==> src/rtl/mac_filter.sv <==
`timescale 1ns/1ps
// mac_filter: Ethernet receive filter on destination MAC (unicast table plus
// broadcast) and optionally Ethertype. Strips the 14-byte header and forwards
// payload+FCS of accepted frames with one cycle of latency. Keeps saturating
// accept/drop frame counters.
module mac_filter #(
   parameter int                     DATA_WIDTH   = 2,
   parameter int                     NUM_MACS     = 2,
   parameter logic [NUM_MACS*48-1:0] MAC_TABLE    = {48'h69695A065491, 48'h0},
   parameter bit                     ACCEPT_BCAST = 1'b1,
   parameter bit                     ETYPE_EN     = 1'b0,
   parameter logic [15:0]            ETYPE        = 16'h88B5
) (
   input  logic                  clk,
   input  logic                  rst,
   input  logic                  promisc,
   input  logic                  axiiv,
   input  logic [DATA_WIDTH-1:0] axiid,
   output logic                  axiov,
   output logic [DATA_WIDTH-1:0] axiod,
   output logic [15:0]           accept_count,
   output logic [15:0]           drop_count
);

   localparam int DB = 48 / DATA_WIDTH;
   localparam int TB = 16 / DATA_WIDTH;
   localparam int CW = $clog2(DB + 1);

   typedef enum logic [2:0] {
      S_WAIT, S_IDLE, S_DEST, S_SRC, S_TYPE, S_FWD, S_DROP
   } state_t;

   state_t                  state_q, state_d;
   logic [CW-1:0]           cnt_q, cnt_d;
   logic [NUM_MACS-1:0]     hit_q, hit_d;
   logic                    bc_q, bc_d;
   logic                    et_q, et_d;
   logic [15:0]             acc_q, acc_d;
   logic [15:0]             drp_q, drp_d;
   logic                    ov_q, ov_d;
   logic [DATA_WIDTH-1:0]   od_q, od_d;

   logic [NUM_MACS-1:0]     ent_hit;
   logic                    bc_hit, et_hit, et_now, accept;
   logic [47:0]             mac_sh;
   logic [15:0]             et_sh;
   int                      shift;

   // Per-beat comparison of the current beat against every table entry,
   // broadcast and the Ethertype; the beat counter selects the field slice.
   always_comb begin
      shift   = int'(cnt_q) * DATA_WIDTH;
      mac_sh  = '0;
      ent_hit = '0;
      for (int unsigned i = 0; i < NUM_MACS; i++) begin
         mac_sh     = MAC_TABLE[48*i +: 48] << shift;
         ent_hit[i] = (mac_sh[47 -: DATA_WIDTH] == axiid);
      end
      et_sh  = ETYPE << shift;
      et_hit = (et_sh[15 -: DATA_WIDTH] == axiid);
      bc_hit = (axiid == '1);
   end

   // Next-state, match flags, counters and registered output beat.
   always_comb begin
      state_d = state_q;
      cnt_d   = cnt_q;
      hit_d   = hit_q;
      bc_d    = bc_q;
      et_d    = et_q;
      acc_d   = acc_q;
      drp_d   = drp_q;
      ov_d    = 1'b0;
      od_d    = '0;
      et_now  = et_q & et_hit;
      accept  = (promisc | (|hit_q) | (ACCEPT_BCAST & bc_q)) & (!ETYPE_EN | et_now);

      if ((state_q != S_WAIT) && (state_q != S_IDLE) && !axiiv) begin
         // Frame end: exactly one counter moves, depending on where it ended.
         state_d = S_IDLE;
         cnt_d   = '0;
         if (state_q == S_FWD)
            acc_d = (acc_q == 16'hFFFF) ? acc_q : acc_q + 16'd1;
         else
            drp_d = (drp_q == 16'hFFFF) ? drp_q : drp_q + 16'd1;
      end else begin
         case (state_q)
            S_WAIT: if (!axiiv) state_d = S_IDLE;
            S_IDLE: begin
               if (axiiv) begin
                  // This beat is dest beat 0: flags start as its compare result.
                  state_d = S_DEST;
                  hit_d   = ent_hit;
                  bc_d    = bc_hit;
                  cnt_d   = CW'(1);
               end
            end
            S_DEST: begin
               hit_d = hit_q & ent_hit;
               bc_d  = bc_q & bc_hit;
               if (cnt_q == CW'(DB - 1)) begin
                  state_d = S_SRC;
                  cnt_d   = '0;
               end else begin
                  cnt_d = cnt_q + CW'(1);
               end
            end
            S_SRC: begin
               if (cnt_q == CW'(DB - 1)) begin
                  state_d = S_TYPE;
                  cnt_d   = '0;
                  et_d    = 1'b1;
               end else begin
                  cnt_d = cnt_q + CW'(1);
               end
            end
            S_TYPE: begin
               et_d = et_now;
               if (cnt_q == CW'(TB - 1)) begin
                  state_d = accept ? S_FWD : S_DROP;
                  cnt_d   = '0;
               end else begin
                  cnt_d = cnt_q + CW'(1);
               end
            end
            S_FWD: begin
               ov_d = 1'b1;
               od_d = axiid;
            end
            default: ;
         endcase
      end
   end

   // State and output registers, cleared asynchronously.
   always_ff @(posedge clk or posedge rst) begin
      if (rst) begin
         state_q <= S_WAIT;
         cnt_q   <= '0;
         hit_q   <= '0;
         bc_q    <= 1'b0;
         et_q    <= 1'b0;
         acc_q   <= '0;
         drp_q   <= '0;
         ov_q    <= 1'b0;
         od_q    <= '0;
      end else begin
         state_q <= state_d;
         cnt_q   <= cnt_d;
         hit_q   <= hit_d;
         bc_q    <= bc_d;
         et_q    <= et_d;
         acc_q   <= acc_d;
         drp_q   <= drp_d;
         ov_q    <= ov_d;
         od_q    <= od_d;
      end
   end

   assign axiov        = ov_q;
   assign axiod        = od_q;
   assign accept_count = acc_q;
   assign drop_count   = drp_q;

endmodule

==> config.mk <==
export PLATFORM = sky130hd
export DESIGN_NAME = mac_filter
export DESIGN_NICKNAME = d
export VERILOG_FILES = /design/src/rtl/mac_filter.sv
export SDC_FILE = /design/constraint.sdc
export NUM_CORES = 1
export LEC_CHECK = 0
export ABC_AREA = 0
export CORE_ASPECT_RATIO = 0.8
export CORE_MARGIN = 1.5
export CORE_UTILIZATION = 30
export DETAILED_ROUTE_END_ITERATION = 10
export GPL_ROUTABILITY_DRIVEN = 0
export GPL_TIMING_DRIVEN = 0
export SKIP_LAST_GASP = 1
export SYNTH_ARGS = -nofsm -noshare
export SYNTH_HDL_FRONTEND = slang
export SYNTH_SLANG_ARGS = --single-unit
==> constraint.sdc <==
create_clock -name clk -period 2.2 [get_ports clk]
set_input_delay 0.22 -clock clk [delete_from_list [all_inputs] [get_ports clk]]
set_output_delay 0.22 -clock clk [all_outputs]
set_load 0.01 [all_outputs]
==> results_dict.tcl <==
set metrics [dict create \
    status "finished clean" \
    cp-end-kind "register" \
    cts-resized-gates 0 \
    placement.io_buffers 39 \
    final_nets 330 \
    fin_crit_ps 2044 \
    path_clk_slew_ps 90 \
    hold_violations 0 \
    crit_type "register to register" \
    final_cell_mix "dfrtp_1, clkdlybuf4s50_1, nand2_1" \
    pwr-share-comb 0.221 \
    ant_nets 0 \
    clkPwrFrac 0.330 \
    critPathMaxFanout 8 \
    max-slew-margin-rel 0.6655 \
    cts_setup_buffers 0 \
    fp-row-count 29 \
    drc 0 \
    drt_wl_total_um 5840 \
    fin_hold_ws_ps 124.0 \
    syn-cell-area_um2 2569 \
    postSynthCellCount 271 \
    firstDrtPassIters 4 \
    p_per_area_nw_per_um2 716.6 \
    ys_ff_latch 46 \
    cts_tree "built" \
    ys_warn_count 0 \
    dpl.hpwl_um 4345 \
    yosysSeqAreaShare 0.4481 \
    grt_pass1_wl_um 10400 \
    timing.rr.start "cnt_q[1]" \
    cts_made_buffers 5 \
    worstMarginPinSlew_ps 495.0 \
    clockBufferDepth 2 \
    synth_edf_count 0 \
    ctsHoldBuffers 0 \
    cts_sinks 46 \
    drive_above_1_share 0.07837 \
    rsz0062_at_grt "no" \
    cpPeakStageDelay_ps 510 \
    r2r-end "cnt_q[0]" \
    fmax_ghz 0.4892 \
    arrival_ps 2230 \
    grt_overflow 0 \
    num_vias 2178 \
    num_io_pins 41 \
    crit_family "simple AND/OR/NAND/NOR gates" \
    synth_fp_nets 283 \
    num-fill-cells 820 \
    fin_cells 427 \
    skew_ps 9.405 \
    hp-class "input pin to async pin" \
    setup_violations 0 \
    cts-root-buf "clkbuf_8" \
    areaGrowthSynthToFinish_pct 26.79 \
    grt_util_all_layers 0.1420 \
    swShare 0.2852 \
    drv_slew 0 \
    initial_core_util 0.3160 \
    coreArea_um2 8128 \
    total_leakage_power_nw 1.349 \
    synth.distinct_cells 59 \
    grt_max_degree 43 \
    first_global_vias 2140 \
    die-area_um2 9130 \
    wire_per_inst_um 13.68 \
    design_area_um2 3257 \
    maxCapViolations 0 \
    die_height_um 85.77 \
    insertion_delay_ps 290 \
    final_common_cell "dfrtp_1" \
    crit_start "cnt_q[1]" \
    irDropWorstVdd_mv 0.4892 \
    ys.flop_type "dfrtp_1" \
    critical_path.startpoint_type "register" \
    die_x_um 106.5 \
    switching_power_mw 0.6657 \
    setup_tns_ps 0 \
    cp_slowest_cell "dfrtp_1" \
    post-route-period-util 0.9291 \
    antenna_cells 0 \
    path_buf_inv 0 \
    placed_cell_area_um2 3114 \
    reg2reg_depth 6 \
    drt_iter0_markers 323 \
    place_inst 419 \
    post_synth.cell_area_avg_um2 9.479 \
    vias_per_cell 5.101 \
    crit_chain "ha_1, nor4bb_1, nor2_1, a31oi_1, o32ai_1, a22o_1" \
    antenna_found_initial 0 \
    worst-r2r-setup-slack_ps 160 \
    p_seq_frac 0.449 \
    final_core_util 0.4007 \
    async_reset_ff_frac 1.000 \
    h-tree-depth 2 \
    internal_power_mw 1.668 \
    required_ps 2390 \
]
-- synthesized netlist by cell type, types with 5 or more instances --
cell type	n	area, µm²
a21oi_1	5	25.02
a31oi_1	10	62.56
and3_1	6	37.54
clkbuf_1	5	18.77
dfrtp_1	46	1151
ha_1	6	75.07
inv_1	11	41.29
nand2_1	27	101.4
nand2b_1	6	37.54
nand3_1	17	85.08
nand4_1	9	56.30
nor2_1	22	82.58
nor3_1	6	30.03
o21ai_0	8	40.04
xnor2_1	20	175.2
xor2_1	9	78.83
-- through the flow --
stage               power [mW]  setup WS [ps]
floorplan                1.365          469.1
global placement         1.559         -141.7
detailed placement       1.580          173.6
CTS                      2.370          140.8
global route             2.491          42.16
finish                   2.334          156.0
-- logic make-up (layout without fill, tap and decap cells) --
family          after synthesis  count (layout)  synth area share
simple gates                114             114            0.2333
compound gates               50              50            0.1384
flops                        46              46            0.4481
xor+xnor                     29              29           0.09888
buf+inv                      23              71           0.03945
fa+ha+maj                     6               6           0.02922
mux                           3               3           0.01266
-- how the worst max path moves through the flow --
| stage | depth (start not counted) | to | slack [ps] |
|---|---|---|---|
| 6_report | 6 | cnt_q[0] | 160 |
| 4_1_cts | 6 | cnt_q[2] | 140 |
| 2_1_floorplan | 6 | cnt_q[2] | 470 |
| 3_5_place_dp | 6 | cnt_q[0] | 170 |
| 5_1_grt | 6 | cnt_q[2] | 40 |
| 3_3_place_gp | 2 | axiov | -140 |
-- worst reg2reg max path: stages, from the launching register on --
cell and delay (ps):
dfrtp_1 510, ha_1 300, nor4bb_1 510, nor2_1 120, a31oi_1 190, o32ai_1 120
a22o_1 200
-- cell type report --
type	count	area, µm²	share of cell area
Clock buffer	6	82.58	0.02536
Tap cell	108	135.1	0.04149
Multi-Input combinational cell	202	1316	0.4041
Timing Repair Buffer	40	410.4	0.1260
Clock inverter	2	60.06	0.01844
Inverter	12	45.04	0.01383
Buffer	11	56.30	0.01729
Sequential cell	46	1151	0.3534
-- flip-flops by register name, summed over array words and instances, names as in the netlist --
register,flops
state_q,3
hit_q,2
bc_q,1
accept_count,16
axiov,1
cnt_q,5
axiod,2
drop_count,16
-- power by group through the flow --
| stage | Sequential [mW] | Combinational, mW | Clock, mW |
|---|---|---|---|
| floorplan | 1.05 | 0.311 | 0 |
| global placement | 1.06 | 0.501 | 0 |
| detailed placement | 1.07 | 0.515 | 0 |
| CTS | 1.05 | 0.520 | 0.800 |
| global route | 1.07 | 0.579 | 0.845 |
| finish | 1.05 | 0.515 | 0.771 |
-- routing by layer --
metal	wire length, µm	vias to the layer above	GRT usage
met5	0	-	0
met4	43	0	0.04485
met3	431	2	0.03191
met2	2523	73	0.2106
met1	2841	1042	0.2057
li1	-	1061	-
(Power assumes the default switching activity.)
